[src/rtl/cpu_seq_pkg.sv]
// Shared definitions for the instruction sequencer and opcode decoder:
// state encodings, opcode constants and the watchdog limit default.
package cpu_seq_pkg;

    typedef enum logic [2:0] {
        S_FETCH  = 3'd0,
        S_DECODE = 3'd1,
        S_EXEC   = 3'd2,
        S_MEM    = 3'd3,
        S_WB     = 3'd4,
        S_HALT   = 3'd5,
        S_FAULT  = 3'd6
    } seq_state_e;

    localparam logic [3:0] OP_NOP  = 4'h0;
    localparam logic [3:0] OP_ADD  = 4'h1;
    localparam logic [3:0] OP_SUB  = 4'h2;
    localparam logic [3:0] OP_MUL  = 4'h3;
    localparam logic [3:0] OP_AND  = 4'h4;
    localparam logic [3:0] OP_OR   = 4'h5;
    localparam logic [3:0] OP_DIV  = 4'h6;
    localparam logic [3:0] OP_JAL  = 4'h7;
    localparam logic [3:0] OP_ADDI = 4'h8;
    localparam logic [3:0] OP_LUI  = 4'h9;
    localparam logic [3:0] OP_J    = 4'hA;
    localparam logic [3:0] OP_JR   = 4'hB;
    localparam logic [3:0] OP_LW   = 4'hC;
    localparam logic [3:0] OP_SW   = 4'hD;
    localparam logic [3:0] OP_SLT  = 4'hE;
    localparam logic [3:0] OP_SGT  = 4'hF;

    localparam int WDOG_LIMIT_DEFAULT = 255;

endpackage

[src/rtl/seq_op_class.sv]
// Combinational opcode classifier shared by the sequencer and the opcode decoder.
module seq_op_class
    import cpu_seq_pkg::*;
(
    input  logic [3:0] opcode,
    output logic       is_muldiv,
    output logic       is_load,
    output logic       is_store,
    output logic       writes_rf
);

    always_comb begin
        is_muldiv = (opcode == OP_MUL) || (opcode == OP_DIV);
        is_load   = (opcode == OP_LW);
        is_store  = (opcode == OP_SW);
        case (opcode)
            OP_NOP, OP_J, OP_JR, OP_SW: writes_rf = 1'b0;
            default:                    writes_rf = 1'b1;
        endcase
    end

endmodule

[src/rtl/instr_sequencer.sv]
// Multi-cycle FETCH/DECODE/EXEC/MEM/WB sequencer for the 16-bit RISC core.
// Define SEQ_WATCHDOG_EN to build the wait-cycle watchdog and FAULT state.
// Handshake: imem_rd, dmem_rd and dmem_wr are held high until the matching ack is
// seen in the same cycle; alu_start and alu_done are single-cycle pulses.
module instr_sequencer
  import cpu_seq_pkg::*;
#(
  parameter int WDOG_LIMIT = WDOG_LIMIT_DEFAULT
)
(
  input  logic        clk,
  input  logic        rst,
  input  logic [3:0]  opcode,
  input  logic        imem_ack,
  input  logic        mem_ack,
  input  logic        alu_done,
  input  logic        halt_req,
  output logic        imem_rd,
  output logic        ir_en,
  output logic        pc_en,
  output logic        alu_start,
  output logic        dmem_rd,
  output logic        dmem_wr,
  output logic        rf_wr_en,
  output logic [2:0]  state,
  output logic        halted,
  output logic        fault,
  output logic [15:0] instr_cnt
);

  seq_state_e  state_q, state_d;
  logic [15:0] cnt_q, cnt_d;
  logic        is_muldiv, is_load, is_store, writes_rf;
  logic        retire;
  logic        imem_rd_c, dmem_rd_c, dmem_wr_c, alu_start_c;
  logic        wdog_hit;

  seq_op_class u_op_class (
    .opcode    (opcode),
    .is_muldiv (is_muldiv),
    .is_load   (is_load),
    .is_store  (is_store),
    .writes_rf (writes_rf)
  );

`ifdef SEQ_WATCHDOG_EN
  localparam logic [7:0] WDOG_LAST = 8'(WDOG_LIMIT - 1);

  logic [7:0] wdog_q, wdog_d;
  logic       waiting;

  // Any cycle that is not a wait (including every state change) clears the count.
  always_comb begin
    waiting  = ((state_q == S_FETCH) && !imem_ack) ||
               ((state_q == S_EXEC) && is_muldiv && !alu_done) ||
               ((state_q == S_MEM) && !mem_ack);
    wdog_hit = waiting && (wdog_q == WDOG_LAST);
    wdog_d   = (waiting && !wdog_hit) ? wdog_q + 8'd1 : 8'd0;
  end

  always_ff @(posedge clk) begin
    if (rst) begin
      wdog_q <= 8'd0;
    end else begin
      wdog_q <= wdog_d;
    end
  end

  assign fault = !rst && (state_q == S_FAULT);
`else
  assign wdog_hit = 1'b0;
  assign fault    = 1'b0;
`endif

  always_ff @(posedge clk) begin
    if (rst) begin
      state_q <= S_FETCH;
      cnt_q   <= 16'd0;
    end else begin
      state_q <= state_d;
      cnt_q   <= cnt_d;
    end
  end

  always_comb begin
    state_d     = state_q;
    cnt_d       = cnt_q;
    retire      = 1'b0;
    imem_rd_c   = 1'b0;
    dmem_rd_c   = 1'b0;
    dmem_wr_c   = 1'b0;
    alu_start_c = 1'b0;
    ir_en       = 1'b0;
    pc_en       = 1'b0;
    rf_wr_en    = 1'b0;

    case (state_q)
      S_FETCH: begin
        imem_rd_c = 1'b1;
        if (imem_ack) begin
          ir_en   = 1'b1;
          state_d = S_DECODE;
        end
      end
      S_DECODE: begin
        alu_start_c = is_muldiv;
        state_d     = S_EXEC;
      end
      S_EXEC: begin
        if (!is_muldiv || alu_done) begin
          if (is_load || is_store) begin
            state_d = S_MEM;
          end else if (writes_rf) begin
            state_d = S_WB;
          end else begin
            retire = 1'b1;
          end
        end
      end
      S_MEM: begin
        dmem_rd_c = is_load;
        dmem_wr_c = is_store;
        if (mem_ack) begin
          if (is_load) begin
            state_d = S_WB;
          end else begin
            retire = 1'b1;
          end
        end
      end
      S_WB: begin
        rf_wr_en = 1'b1;
        retire   = 1'b1;
      end
      S_HALT: begin
        if (!halt_req) begin
          state_d = S_FETCH;
        end
      end
      S_FAULT: begin
        state_d = S_FAULT;
      end
      default: begin
        state_d = S_FETCH;
      end
    endcase

    if (retire) begin
      pc_en   = 1'b1;
      cnt_d   = cnt_q + 16'd1;
      state_d = halt_req ? S_HALT : S_FETCH;
    end

    if (wdog_hit) begin
      state_d = S_FAULT;
    end

    // Outputs read as all-zero while reset is held, whatever the old state was.
    if (rst) begin
      imem_rd_c   = 1'b0;
      dmem_rd_c   = 1'b0;
      dmem_wr_c   = 1'b0;
      alu_start_c = 1'b0;
      ir_en       = 1'b0;
      pc_en       = 1'b0;
      rf_wr_en    = 1'b0;
    end
  end

  assign imem_rd   = imem_rd_c;
  assign dmem_rd   = dmem_rd_c;
  assign dmem_wr   = dmem_wr_c;
  assign alu_start = alu_start_c;

  assign state     = rst ? 3'd0 : state_q;
  assign halted    = !rst && (state_q == S_HALT);
  assign instr_cnt = rst ? 16'd0 : cnt_q;

endmodule
[config.mk]
export PLATFORM = sky130hd
export DESIGN_NAME = instr_sequencer
export DESIGN_NICKNAME = d
export VERILOG_FILES = /design/src/rtl/cpu_seq_pkg.sv /design/src/rtl/seq_op_class.sv /design/src/rtl/instr_sequencer.sv
export SDC_FILE = /design/constraint.sdc
export NUM_CORES = 1
export LEC_CHECK = 0
export ABC_CLOCK_PERIOD_IN_PS = 3000
export CELL_PAD_IN_SITES_DETAIL_PLACEMENT = 1
export CELL_PAD_IN_SITES_GLOBAL_PLACEMENT = 1
export CORE_ASPECT_RATIO = 0.5
export CORE_MARGIN = 2
export CORE_UTILIZATION = 36
export CTS_CLUSTER_SIZE = 30
export DETAILED_ROUTE_END_ITERATION = 6
export GPL_ROUTABILITY_DRIVEN = 0
export PLACE_DENSITY_LB_ADDON = 0.1
export SYNTH_ARGS = -nofsm -noshare
export SYNTH_HDL_FRONTEND = slang
export SYNTH_SLANG_ARGS = --single-unit
[constraint.sdc]
create_clock -name clk -period 3 [get_ports clk]
set_input_delay 0.45 -clock clk [delete_from_list [all_inputs] [get_ports clk]]
set_output_delay 0.45 -clock clk [all_outputs]
set_load 0.05 [all_outputs]
==> results of run 1 <==
## synth_stat cells, drive strengths merged (4+ instances only)
master  count
nor2       21
dfxtp      19
nor2b      18
nand2      14
o21ai      12
a21oi       7
nand3       6
buf         5
clkbuf      5
inv         5
o211ai      5
or3         5
or4         5
xor2        5
and2        4
nor3        4
## worst max-delay path: stages
cell	delay, ns
clkdlybuf4s50_1	0.54
or3_4	0.45
a21boi_4	0.29
nor2_1	0.09
nor2_1	0.24
buf_12	0.18
## power by group through the flow
stage                     combinational [uW]  clock [uW]  sequential (uW)
after floorplan                          343           0              298
after global placement                   479           0              347
after detailed placement                 484           0              348
after CTS                                489         188              342
after global routing                     522         201              350
final                                    482         182              342
## final timing paths
kind              slack, ns  depth (start not counted)  startpoint   endpoint
setup / recovery       0.31                          6   opcode[1]      pc_en
hold / removal         0.51                          2   cnt_q[15]  cnt_q[15]
setup reg to reg       0.79                          5  state_q[1]  cnt_q[15]
hold reg to reg        0.51                          2   cnt_q[15]  cnt_q[15]
## cell type report
class	instances	area share (%)
Multi-Input combinational cell	137	42.8
Timing Repair Buffer	38	32.0
Sequential cell	19	18.8
Tap cell	51	3.16
Clock buffer	3	2.04
Inverter	5	0.929
Clock inverter	1	0.248
## through the flow
step / setup slack (ns) / util, %
finish: 0.305 / 58.2
global route: 0.192 / 58.2
CTS: 0.293 / 58.2
detailed placement: 0.315 / 56.8
global placement: 0.329 / 56.8
floorplan: 0.210 / -
## layer usage
metal / track usage (%) / up-vias / share of wire (%)
met5: 0 / - / 0
met4: 4.18 / 0 / 0.51
met3: 5.10 / 2 / 4.5
met2: 33.8 / 31 / 50
met1: 22.9 / 617 / 45
li1: - / 666 / -
## cell usage in the layout (no fill, tap or decap), types with 2 or more instances in the layout
master,count
buf_12,27
nor2_1,21
dfxtp_1,19
nor2b_1,18
nand2_1,14
o21ai_0,11
clkdlybuf4s50_1,9
a21oi_1,7
nand3_1,6
inv_1,5
xor2_1,5
or4_1,5
and2_1,4
o211ai_1,4
or3_1,4
nor3_1,3
clkbuf_8,3
and4_1,2
xnor2_1,2
buf_4,2
## state kept, by name (all words and copies together) (netlist names)
| signal | cells |
|---|---|
| state_q | 3 |
| cnt_q | 16 |
## cells by family (layout without fill, tap and decap cells)
family,count (synthesis),after routing
buf+inv,15,47
fa+ha+maj,1,1
xor+xnor,7,7
mux,1,1
simple gates,92,92
compound gates,35,35
other cells,1,1
flops,19,19
==> results_dict.tcl, run 1 <==
set metrics [dict create \
    status "finished, final reports clean" \
    die-width_um 89.5 \
    grt_max_degree 35 \
    netlist.area_leader.share_pct 28.9 \
    viasPerCell 5.18 \
    port_buffers 36 \
    crit_fanout 9 \
    die_h_um 46.7 \
    maxCapViolations 0 \
    hold_viol 0 \
    wl_um 3510 \
    whs_ns 0.514 \
    num_vias 1316 \
    setup_viol 0 \
    grt_antenna_before_repair 0 \
    power_uw 1010 \
    ant_nets 0 \
    post-route-period-util_pct 89.8 \
    grt_pass1_vias 1316 \
    p_comb_share_pct 47.9 \
    switching_share_pct 41.4 \
    synth_cells 171 \
    area_delta_synth_final_pct 53.6 \
    fin_area_sq_mm 0.00202 \
    placedCellCount 250 \
    dieArea_sq_mm 0.00418 \
    grt_pass1_wl_um 6010 \
    holdBufCountCts 0 \
    synth_edf_count 0 \
    first_pass_iters 4 \
    root_buffer "clkbuf_8" \
    start_kind "input port" \
    diodes 0 \
    seq_area_sq_um 380 \
    cts_made_buffers 3 \
    hpwlAfterDp_um 2650 \
    ys_async_sr_fraction_pct 0 \
    synth.area.mux_share_pct 0.856 \
    cts_num_sinks 19 \
    p_int_uw 590 \
    leakage_uw 0.000754 \
    cts_resized 0 \
    seq_power_share_pct 34.0 \
    initial_core_util_pct 37.9 \
    drc 0 \
    peakVddDrop_mv 0.354 \
    clkTransAtPathRegs_ns 0.08 \
    synth_compound_area_share_pct 18.6 \
    drive_above_1_share_pct 21.7 \
    wl_per_cell_um 13.8 \
    cp.required_ns 2.55 \
    ioPinCount 38 \
    syn-num-nets 182 \
    syn-cell-area_sq_mm 0.00132 \
    p_clk_share_pct 18.1 \
    n_fill_cell 398 \
    slew_viol_final 0 \
    synth_top_family_by_area "simple AND/OR/NAND/NOR gates" \
    synth_simple_gate_area_share_pct 39.1 \
    period_minus_slack_ns 2.69 \
    cp.arrival_ns 2.24 \
    fmax_ghz 0.371 \
    synthFlopType "dfxtp_1" \
    cts_tree "yes" \
    finalSetupTns_ns 0 \
    nets 215 \
    placedInstanceArea_sq_mm 0.00197 \
    synth.avg_cell_area_sq_um 7.69 \
    synth-xor-area-share_pct 4.66 \
    globalRoute.totalOverflow 0 \
    multi_input_area_sq_um 865 \
    switching_power_uw 417 \
    synthAdderAreaFrac_pct 0.951 \
    crit_type "input port to output pin" \
    clock_skew_ns 0.00820 \
    final_cells 254 \
    yosysSeqAreaShare_pct 28.9 \
    cts_max_path_buffers 2 \
    yosys_warnings 0 \
    ys_types 48 \
    num_rows 15 \
    post-cts-setup-buffers 0 \
    synth_top_area_cell "dfxtp_1" \
    synth_seq_cells 19 \
    p_per_area_mw_per_mm2 498 \
    hold_path_class "register to register" \
    cts_max_level 1 \
    drt-initial-drc-count 61 \
    grtUsageTotal_pct 18.6 \
    core_sq_mm 0.00347 \
    rsz0062_at_grt "false" \
    cp-end-kind "output pin" \
    yosys-top-cells-area "dfxtp_1, nor2b_1, nor2_1" \
    worstSkewPairLatency_ns 0.26 \
]
(Power assumes the default switching activity.)
==> run 2, diff against run 1 <==
- CAP_MARGIN: not set -> 10
- CORE_ASPECT_RATIO: 0.5 -> not set
==> run 2 against run 1 <==
Against the previous run: non-clock buffer count unchanged; hold slack gained 0.0089 ns; final area shrank 1.2%; utilization increased by 0.23 points; combinational power barely moved; largest power group unchanged; largest cell class unchanged; wire length grew 3.8%; sequential share of layout area up 0.24 points.
==> results_dict.tcl, run 2 (synthesized netlist as in run 1, its figures left out) <==
set metrics [dict create \
    status "finished, final reports clean" \
    cp.required_ns 2.55 \
    crit_fanout 9 \
    drt-initial-drc-count 47 \
    clock_skew_ns 0.00330 \
    layout_common_cells "buf_12, nor2_1, dfxtp_1" \
    ant_nets 0 \
    wl_per_cell_um 14.6 \
    leakage_uw 0.000746 \
    reg_top3 "cnt_q: 16 flops, state_q: 3 flops" \
    grt_pass1_vias 1431 \
    viasPerCell 5.43 \
    finalWorstSetupSlack_ns 0.264 \
    largest-register "cnt_q" \
    start_kind "input port" \
    drc 0 \
    largest_reg_flops 16 \
    rsz0062_at_grt "false" \
    initial_core_util_pct 38.5 \
    fmax_ghz 0.366 \
    wl_um 3650 \
    holdBufCountCts 0 \
    whs_endpoint "cnt_q[13]" \
    placedCellCount 245 \
    cts_tree "yes" \
    worst_slew_pin_slew_ns 0.495 \
    root_buffer "clkbuf_4" \
    port_buffers 36 \
    cts_max_path_buffers 2 \
    nets 215 \
    globalRoute.totalOverflow 0 \
    hold_viol 0 \
    drive_above_1_share_pct 21.7 \
    regToRegSetupSlack_ns 0.73 \
    reg2reg_from "state_q[1]" \
    reg2reg_to "cnt_q[15]" \
    core_sq_mm 0.00342 \
    final_cells 249 \
    post-route-period-util_pct 91.2 \
    setup_viol 0 \
    dieArea_sq_mm 0.00415 \
    dpl_worst_slack_ns 0.255 \
    first_pass_iters 2 \
    hpwlAfterDp_um 2880 \
    ff2ff_path_depth 5 \
    num_vias 1352 \
    peakVddDrop_mv 0.523 \
    grtUsageTotal_pct 19.3 \
    post-cts-setup-buffers 0 \
    grt_max_degree 19 \
    ioPinCount 38 \
    diodes 0 \
    worst_hold_path.num_cells 2 \
    die-width_um 64.4 \
    cts_num_sinks 19 \
    cts_resized 0 \
    slew_viol_final 0 \
    die_h_um 64.4 \
    p_per_area_mw_per_mm2 479 \
    cp.arrival_ns 2.29 \
    n_fill_cell 409 \
    finalSetupTns_ns 0 \
    clkTransAtPathRegs_ns 0.11 \
    layout_commonest_cell "buf_12" \
    maxCapViolations 0 \
    num_rows 21 \
    period_minus_slack_ns 2.74 \
    worstSkewPairLatency_ns 0.29 \
    area_delta_synth_final_pct 51.7 \
    hold_path_class "register to register" \
    cts_max_level 1 \
    grt_antenna_before_repair 0 \
    max_slew_margin_pct 66.6 \
    crit_type "input port to output pin" \
    grt_pass1_wl_um 6360 \
    hold_start "cnt_q[13]" \
    cp-end-kind "output pin" \
    cts_made_buffers 3 \
]
-- run 2: cell counts in the layout (fill, tap and decap cells not counted) --
No cell type changed its count.
-- run 2: layer usage --
layer / up-vias / wire length [um] / part of all wire [%] / GRT usage (%)
met1: 651 / 1500 / 41 / 21.6
met4: 0 / 75 / 2.1 / 9.04
met2: 32 / 1940 / 53 / 36.5
li1: 663 / - / - / -
met3: 6 / 131 / 3.6 / 1.56
met5: - / 0 / 0 / 0
-- run 2: worst max-delay path: stages --
cell             delay [ns]
clkdlybuf4s50_1        0.54
nand4bb_1              0.31
a32o_2                 0.38
nor2_1                 0.29
nor2_1                 0.14
buf_12                 0.17
-- run 2: layout make-up --
class / count / area, sq um / area share (%)
Tap cell: 46 / 57.6 / 2.89
Clock buffer: 3 / 22.5 / 1.13
Multi-Input combinational cell: 137 / 865 / 43.4
Clock inverter: 1 / 5.00 / 0.251
Sequential cell: 19 / 380 / 19.1
Inverter: 5 / 18.8 / 0.941
Timing Repair Buffer: 38 / 646 / 32.4
-- run 2: worst max-delay path by stage --
stage               start       to  cells after the start
2_1_floorplan  state_q[1]  dmem_rd                      4
3_3_place_gp    opcode[1]    pc_en                      6
3_5_place_dp    opcode[1]    pc_en                      6
4_1_cts         opcode[1]    pc_en                      6
5_1_grt         opcode[1]    pc_en                      6
6_report        opcode[1]    pc_en                      6
-- run 2: stage by stage --
step	hold WS [ns]	area, sq um	utilization (%)	total power [uW]
floorplan	0.460	1330	-	641
global placement	0.484	1970	57.6	821
detailed placement	0.505	1970	57.6	832
CTS	0.521	1990	58.4	966
global route	0.561	1990	58.4	1030
finish	0.523	1990	58.4	955
-- run 2: power by group --
part | leakage [uW] | internal [uW] | switching [uW]
registers | 0.000154 | 277 | 68.4
logic | 0.000575 | 215 | 267
clock network | 0.0000177 | 49.5 | 79.0
total | 0.000746 | 541 | 414
